### config.mk
export PLATFORM = sky130hd
export DESIGN_NAME = prim_leading_count_pipe
export DESIGN_NICKNAME = d
export VERILOG_FILES = /design/src/rtl/prim_leading_count_pipe.sv
export SDC_FILE = /design/constraint.sdc
export NUM_CORES = 1
export LEC_CHECK = 0
export CAP_MARGIN = 40
export CORE_MARGIN = 2
export CORE_UTILIZATION = 55
export CTS_BUF_LIST = sky130_fd_sc_hd__clkbuf_8
export CTS_CLUSTER_SIZE = 16
export DETAILED_ROUTE_END_ITERATION = 8
export MAX_ROUTING_LAYER = met4
export PLACE_DENSITY = 0.84
export SYNTH_ARGS = -nofsm -noshare
export SYNTH_HDL_FRONTEND = slang
export SYNTH_SLANG_ARGS = --single-unit
### constraint.sdc
create_clock -name i_clk -period 2.54 [get_ports i_clk]
set_clock_uncertainty 0.1 [all_clocks]
set_input_delay 0.508 -clock i_clk [delete_from_list [all_inputs] [get_ports i_clk]]
set_output_delay 0.508 -clock i_clk [all_outputs]
set_load 0.05 [all_outputs]
### src/rtl/prim_leading_count_pipe.sv
// Two-stage pipelined CLZ/CLO/CTZ/CTO counter with valid/ready on both sides.
// Optional sideband tag channel enabled by defining PRIM_LCP_TAG_EN.
module prim_leading_count_pipe #(
    parameter  int WIDTH = 32,
    parameter  int TAG_W = 4,
    localparam int CW    = $clog2(WIDTH)
) (
    input  logic             i_clk,
    input  logic             i_rst_n,
    input  logic             i_valid,
    output logic             o_ready,
    input  logic [WIDTH-1:0] i_data,
    input  logic [1:0]       i_mode,
`ifdef PRIM_LCP_TAG_EN
    input  logic [TAG_W-1:0] i_tag,
    output logic [TAG_W-1:0] o_tag,
`endif
    output logic             o_valid,
    input  logic             i_ready,
    output logic [CW-1:0]    o_count,
    output logic             o_none,
    output logic [1:0]       o_mode
);

    localparam int NIB = WIDTH / 4;
    localparam int IW  = (CW > 2) ? CW - 2 : 1;

    if (WIDTH < 8 || WIDTH > 64 || (WIDTH & (WIDTH - 1)) != 0) begin : g_badWidth
        $error("prim_leading_count_pipe: WIDTH must be a power of two in 8..64");
    end
    if (TAG_W < 1) begin : g_badTag
        $error("prim_leading_count_pipe: TAG_W must be at least 1");
    end

    function automatic logic [1:0] lz2(input logic [3:0] nib);
        logic [1:0] cnt;
        casez (nib)
            4'b1???: cnt = 2'd0;
            4'b01??: cnt = 2'd1;
            4'b001?: cnt = 2'd2;
            default: cnt = 2'd3;
        endcase
        return cnt;
    endfunction

    logic                r_s1Valid;
    logic [NIB-1:0][1:0] r_s1Cnt;
    logic [NIB-1:0]      r_s1Zero;
    logic [1:0]          r_s1Mode;

    logic                r_s2Valid;
    logic [CW-1:0]       r_s2Count;
    logic                r_s2None;
    logic [1:0]          r_s2Mode;

    logic                w_s1Adv;
    logic                w_s2Adv;
    logic [WIDTH-1:0]    w_inv;
    logic [WIDTH-1:0]    w_rev;
    logic [WIDTH-1:0]    w_xform;
    logic [NIB-1:0][1:0] w_nibCnt;
    logic [NIB-1:0]      w_nibZero;
    logic [IW-1:0]       w_sel;
    logic [1:0]          w_lowCnt;
    logic                w_none;
    logic [CW-1:0]       w_count;

    assign w_s2Adv = !r_s2Valid || i_ready;
    assign w_s1Adv = !r_s1Valid || w_s2Adv;
    assign o_ready = w_s1Adv;

    // Every mode is folded onto CLZ: bit 0 of the mode inverts, bit 1 reverses.
    always_comb begin
        w_inv = i_mode[0] ? ~i_data : i_data;
        w_rev = '0;
        for (int i = 0; i < WIDTH; i++) begin
            w_rev[i] = w_inv[WIDTH-1-i];
        end
        w_xform = i_mode[1] ? w_rev : w_inv;
    end

    // Nibble 0 is the most significant nibble of the transformed word.
    always_comb begin
        w_nibCnt  = '0;
        w_nibZero = '0;
        for (int k = 0; k < NIB; k++) begin
            w_nibCnt[k]  = lz2(w_xform[WIDTH-1-4*k -: 4]);
            w_nibZero[k] = ~|w_xform[WIDTH-1-4*k -: 4];
        end
    end

    always_ff @(posedge i_clk or negedge i_rst_n) begin
        if (!i_rst_n) begin
            r_s1Valid <= 1'b0;
            r_s1Cnt   <= '0;
            r_s1Zero  <= '0;
            r_s1Mode  <= '0;
        end else begin
            if (w_s1Adv) begin
                r_s1Valid <= i_valid;
            end
            if (w_s1Adv && i_valid) begin
                r_s1Cnt  <= w_nibCnt;
                r_s1Zero <= w_nibZero;
                r_s1Mode <= i_mode;
            end
        end
    end

    // Walking down from the last nibble leaves the first non-zero one selected.
    always_comb begin
        w_sel = '0;
        for (int k = NIB - 1; k >= 0; k--) begin
            if (!r_s1Zero[k]) begin
                w_sel = IW'(k);
            end
        end
        w_none   = &r_s1Zero;
        w_lowCnt = r_s1Cnt[w_sel];
        w_count  = w_none ? '0 : CW'({w_sel, w_lowCnt});
    end

    always_ff @(posedge i_clk or negedge i_rst_n) begin
        if (!i_rst_n) begin
            r_s2Valid <= 1'b0;
            r_s2Count <= '0;
            r_s2None  <= 1'b0;
            r_s2Mode  <= '0;
        end else begin
            if (w_s2Adv) begin
                r_s2Valid <= r_s1Valid;
            end
            if (w_s2Adv && r_s1Valid) begin
                r_s2Count <= w_count;
                r_s2None  <= w_none;
                r_s2Mode  <= r_s1Mode;
            end
        end
    end

`ifdef PRIM_LCP_TAG_EN
    logic [TAG_W-1:0] r_s1Tag;
    logic [TAG_W-1:0] r_s2Tag;

    always_ff @(posedge i_clk or negedge i_rst_n) begin
        if (!i_rst_n) begin
            r_s1Tag <= '0;
            r_s2Tag <= '0;
        end else begin
            if (w_s1Adv && i_valid) begin
                r_s1Tag <= i_tag;
            end
            if (w_s2Adv && r_s1Valid) begin
                r_s2Tag <= r_s1Tag;
            end
        end
    end

    assign o_tag = r_s2Tag;
`endif

    assign o_valid = r_s2Valid;
    assign o_count = r_s2Count;
    assign o_none  = r_s2None;
    assign o_mode  = r_s2Mode;

endmodule

==> report_table.html <==
<table>
<tr><th>Metric</th><th>Value</th></tr>
<tr><th colspan="2">STA</th></tr>
<tr><td>Max-slew violations</td><td>0</td></tr>
<tr><td>RSZ-0062 raised after global routing</td><td>false</td></tr>
<tr><td>Endpoints failing hold</td><td>0</td></tr>
<tr><td>Tcrit/Tclk final</td><td>81.75%</td></tr>
<tr><td>Worst Hold Margin</td><td>0.3819 ns</td></tr>
<tr><td>Slew at the pin closest to its max-slew limit</td><td>0.4977 ns</td></tr>
<tr><td>Crit path time final</td><td>2.076 ns</td></tr>
<tr><td>Endpoints failing setup</td><td>0</td></tr>
<tr><td>Upper clock frequency limit</td><td>481.6 MHz</td></tr>
<tr><td>Worst slew margin</td><td>66.71%</td></tr>
<tr><td>Final sum of negative setup slack</td><td>0 ns</td></tr>
<tr><th colspan="2">Detailed routing</th></tr>
<tr><td>Wirelength, routed</td><td>5424 microns</td></tr>
<tr><td>Drt first-iter violations</td><td>180</td></tr>
<tr><td>Average wire per standard cell</td><td>13.73 microns</td></tr>
<tr><td>Routed vias</td><td>2235</td></tr>
<tr><td>Post-route DRC</td><td>0</td></tr>
<tr><td>Count of antenna-violating nets left after detailed routing</td><td>0</td></tr>
<tr><td>Via/cell ratio</td><td>5.658</td></tr>
<tr><td>First-pass DRT Iterations</td><td>5</td></tr>
<tr><th colspan="2">Clock tree</th></tr>
<tr><td>Clock slew at reported path FFs</td><td>0.07 ns</td></tr>
<tr><td>CTS hold repair buffers</td><td>0</td></tr>
<tr><td>Sink Count</td><td>36</td></tr>
<tr><td>Root buffer cell</td><td>clkbuf_8</td></tr>
<tr><td>CTS tree</td><td>yes</td></tr>
<tr><td>Post-CTS setup buffers</td><td>0</td></tr>
<tr><td>Later-pin clock latency in the skew report</td><td>0.29 ns</td></tr>
<tr><td>Post-CTS resize count</td><td>0</td></tr>
<tr><td>H-tree depth</td><td>2</td></tr>
<tr><td>TritonCTS buffer count</td><td>5</td></tr>
<tr><td>Clock Path Buffers</td><td>2</td></tr>
<tr><th colspan="2">Pwr</th></tr>
<tr><td>Power per unit of standard cell area</td><td>512.3 nW/um^2</td></tr>
<tr><td>Max IR drop VDD</td><td>0.2725 mV</td></tr>
<tr><td>LEAKAGE</td><td>1.350 nW</td></tr>
<tr><th colspan="2">Logic synthesis</th></tr>
<tr><td>Share of the yosys chip area belonging to registers</td><td>35.71%</td></tr>
<tr><td>Number of instances in the synthesized netlist</td><td>298</td></tr>
<tr><td>Synthesized area per cell</td><td>8.464 sq um</td></tr>
<tr><td>Summed instance area of the synthesized netlist</td><td>2522 sq um</td></tr>
<tr><td>Post-synthesis net count</td><td>336</td></tr>
<tr><td>FFs w/ async S/R, synth</td><td>100.0%</td></tr>
<tr><td>Number of different library cells in the post-synthesis netlist</td><td>36</td></tr>
<tr><td>Most common flop cell mapped by yosys</td><td>dfrtp_1</td></tr>
<tr><td>Number of synthesized flops with an enable pin</td><td>0</td></tr>
<tr><td>Count of warnings emitted by yosys</td><td>0</td></tr>
<tr><td>Flip-flop and latch count after synthesis</td><td>36</td></tr>
<tr><th colspan="2">Finish</th></tr>
<tr><td>Number of inserted diodes</td><td>0</td></tr>
<tr><td>Most frequent cells in the layout</td><td>nand2_1, clkdlybuf4s50_1, dfrtp_1</td></tr>
<tr><td>Final core utilization</td><td>71.60%</td></tr>
<tr><td>Net count of the finished layout</td><td>380</td></tr>
<tr><td>Finished Cell Area</td><td>3139 sq um</td></tr>
<tr><td>Share of cells above drive strength 1</td><td>9.621%</td></tr>
<tr><td>Number of standard cells in the layout, taps in and fillers out</td><td>395</td></tr>
<tr><td>FF+latch area</td><td>900.9 sq um</td></tr>
<tr><td>Fill cell total of the finished layout</td><td>350</td></tr>
<tr><td>Area occupied by multi-input gates</td><td>1533 sq um</td></tr>
<tr><td>Leading cell type in the layout, fill and taps excluded</td><td>nand2_1</td></tr>
<tr><td>Area added between synthesis and finish</td><td>24.45%</td></tr>
<tr><th colspan="2">Global route</th></tr>
<tr><td>Antenna violations before repair</td><td>0</td></tr>
<tr><td>Combined global-route utilization of all metal layers</td><td>24.12%</td></tr>
<tr><td>Pin count of the biggest net entering global routing</td><td>37</td></tr>
<tr><td>Overall overflow remaining after global route</td><td>0</td></tr>
<tr><td>Number of global-route vias before repair</td><td>2105</td></tr>
<tr><td>First-pass GRT wire length</td><td>9466 microns</td></tr>
<tr><th colspan="2">Floorplan</th></tr>
<tr><td>Die footprint</td><td>5144 sq um</td></tr>
<tr><td>Area of the placeable core</td><td>4384 sq um</td></tr>
<tr><td>I/O pin count</td><td>48</td></tr>
<tr><td>Row cnt</td><td>24</td></tr>
<tr><td>Initial core utilization</td><td>57.53%</td></tr>
<tr><td>Vert. Die Dim</td><td>71.72 microns</td></tr>
<tr><td>Die outline width</td><td>71.72 microns</td></tr>
<tr><th colspan="2">Critical path</th></tr>
<tr><td>Kind of critical path</td><td>flop to output pin</td></tr>
<tr><td>Buf/Inv on CP</td><td>1</td></tr>
<tr><td>Dominant delay contributor by cell family on the critical path</td><td>buffers and inverters</td></tr>
<tr><td>CP Data Arrival Time</td><td>1.47 ns</td></tr>
<tr><td>Master of the slowest instance on the critical path</td><td>clkdlybuf4s50_1</td></tr>
<tr><td>Ordered cell list for the critical path</td><td>clkdlybuf4s50_1</td></tr>
<tr><td>Worst-path fanout max</td><td>3</td></tr>
<tr><td>Sort of element at the end of the critical path</td><td>output pin</td></tr>
<tr><td>Biggest cell delay along the critical path</td><td>0.81 ns</td></tr>
<tr><td>Data required time of the critical path</td><td>1.93 ns</td></tr>
<tr><td>Nature of the critical path startpoint</td><td>flop</td></tr>
<tr><th colspan="2">Min path</th></tr>
<tr><td>Class of the tightest hold or removal check</td><td>flop to flop</td></tr>
<tr><th colspan="2">Run status</th></tr>
<tr><td>Result of the run</td><td>completed</td></tr>
<tr><th colspan="2">Run</th></tr>
<tr><td>Max-capacitance violation count</td><td>0</td></tr>
<tr><th colspan="2">Placed design</th></tr>
<tr><td>Final weighted congestion in routability-driven placement</td><td>0.9243</td></tr>
<tr><td>Half-perimeter wire length after placement</td><td>4109 microns</td></tr>
<tr><td>Post-placement cell count</td><td>387</td></tr>
<tr><td>Placement Cell Area</td><td>3049 sq um</td></tr>
<tr><td>Count of buffers inserted at the top-level ports</td><td>47</td></tr>
</table>
==> state kept, by name (all words and copies together), names as in the netlist <==
signal     cells
o_count        5
o_mode         2
o_none         1
o_valid        1
r_s1Cnt       16
r_s1Mode       2
r_s1Valid      1
r_s1Zero       8
==> cell families after synthesis <==
family | Yosys count | synth area share (%)
simple gates | 139 | 25.55
compound gates | 57 | 13.59
flops | 36 | 35.71
mux | 30 | 16.07
buf+inv | 20 | 3.522
xor+xnor | 16 | 5.555
==> where the power goes <==
part | internal [mW] | switching (mW)
Combinational | 0.218 | 0.274
Sequential | 0.652 | 0.0587
Clock | 0.213 | 0.193
==> worst paths after layout <==
check | to | start | depth (start not counted) | slack (ns)
setup / recovery | o_valid | o_valid$_DFFE_PN0P_ | 1 | 0.46
hold / removal | r_s1Cnt[11]$_DFFE_PN0P_ | r_s1Cnt[11]$_DFFE_PN0P_ | 2 | 0.38
setup reg to reg | o_count[1]$_DFFE_PN0P_ | r_s1Zero[0]$_DFFE_PN0P_ | 5 | 0.71
hold reg to reg | r_s1Cnt[11]$_DFFE_PN0P_ | r_s1Cnt[11]$_DFFE_PN0P_ | 2 | 0.38
max in group asynchronous | r_s1Zero[4]$_DFFE_PN0P_ | i_rst_n | 2 | 1.49
min in group asynchronous | o_valid$_DFFE_PN0P_ | i_rst_n | 2 | 0.52
==> layout make-up <==
type / instances / area share [%]
Multi-Input combinational cell: 242 / 48.82
Inverter: 2 / 0.2391
Clock buffer: 6 / 2.631
Timing Repair Buffer: 55 / 17.30
Clock inverter: 2 / 0.2391
Tap cell: 52 / 2.073
Sequential cell: 36 / 28.70
==> per-stage QoR <==
step | total power, mW | setup slack (ns)
floorplan | 1.016 | 0.3984
global placement | 1.200 | 0.4412
detailed placement | 1.213 | 0.3783
CTS | 1.620 | 0.4443
global route | 1.701 | 0.4093
finish | 1.608 | 0.4636
==> synthesized netlist by cell type, types with 6 or more instances <==
library cell | n | area, sq um
a21oi_1 | 20 | 100.1
buf_2 | 6 | 30.03
clkbuf_1 | 9 | 33.78
dfrtp_1 | 36 | 900.9
mux2i_1 | 18 | 180.2
mux4_2 | 8 | 180.2
nand2_1 | 63 | 236.5
nand3_1 | 20 | 100.1
nor2_1 | 19 | 71.32
nor2b_1 | 16 | 100.1
nor3_1 | 9 | 45.04
o21ai_0 | 25 | 125.1
xor2_1 | 16 | 140.1
==> metal layers <==
layer	track usage, %	part of all wire (%)	vias up
met1	33.12	47	1032
met3	5.063	5.6	9
met5	-	0	-
met2	35.08	45	66
met4	9.644	1.9	0
li1	-	-	1128
Power figures use the tool's default switching activity.
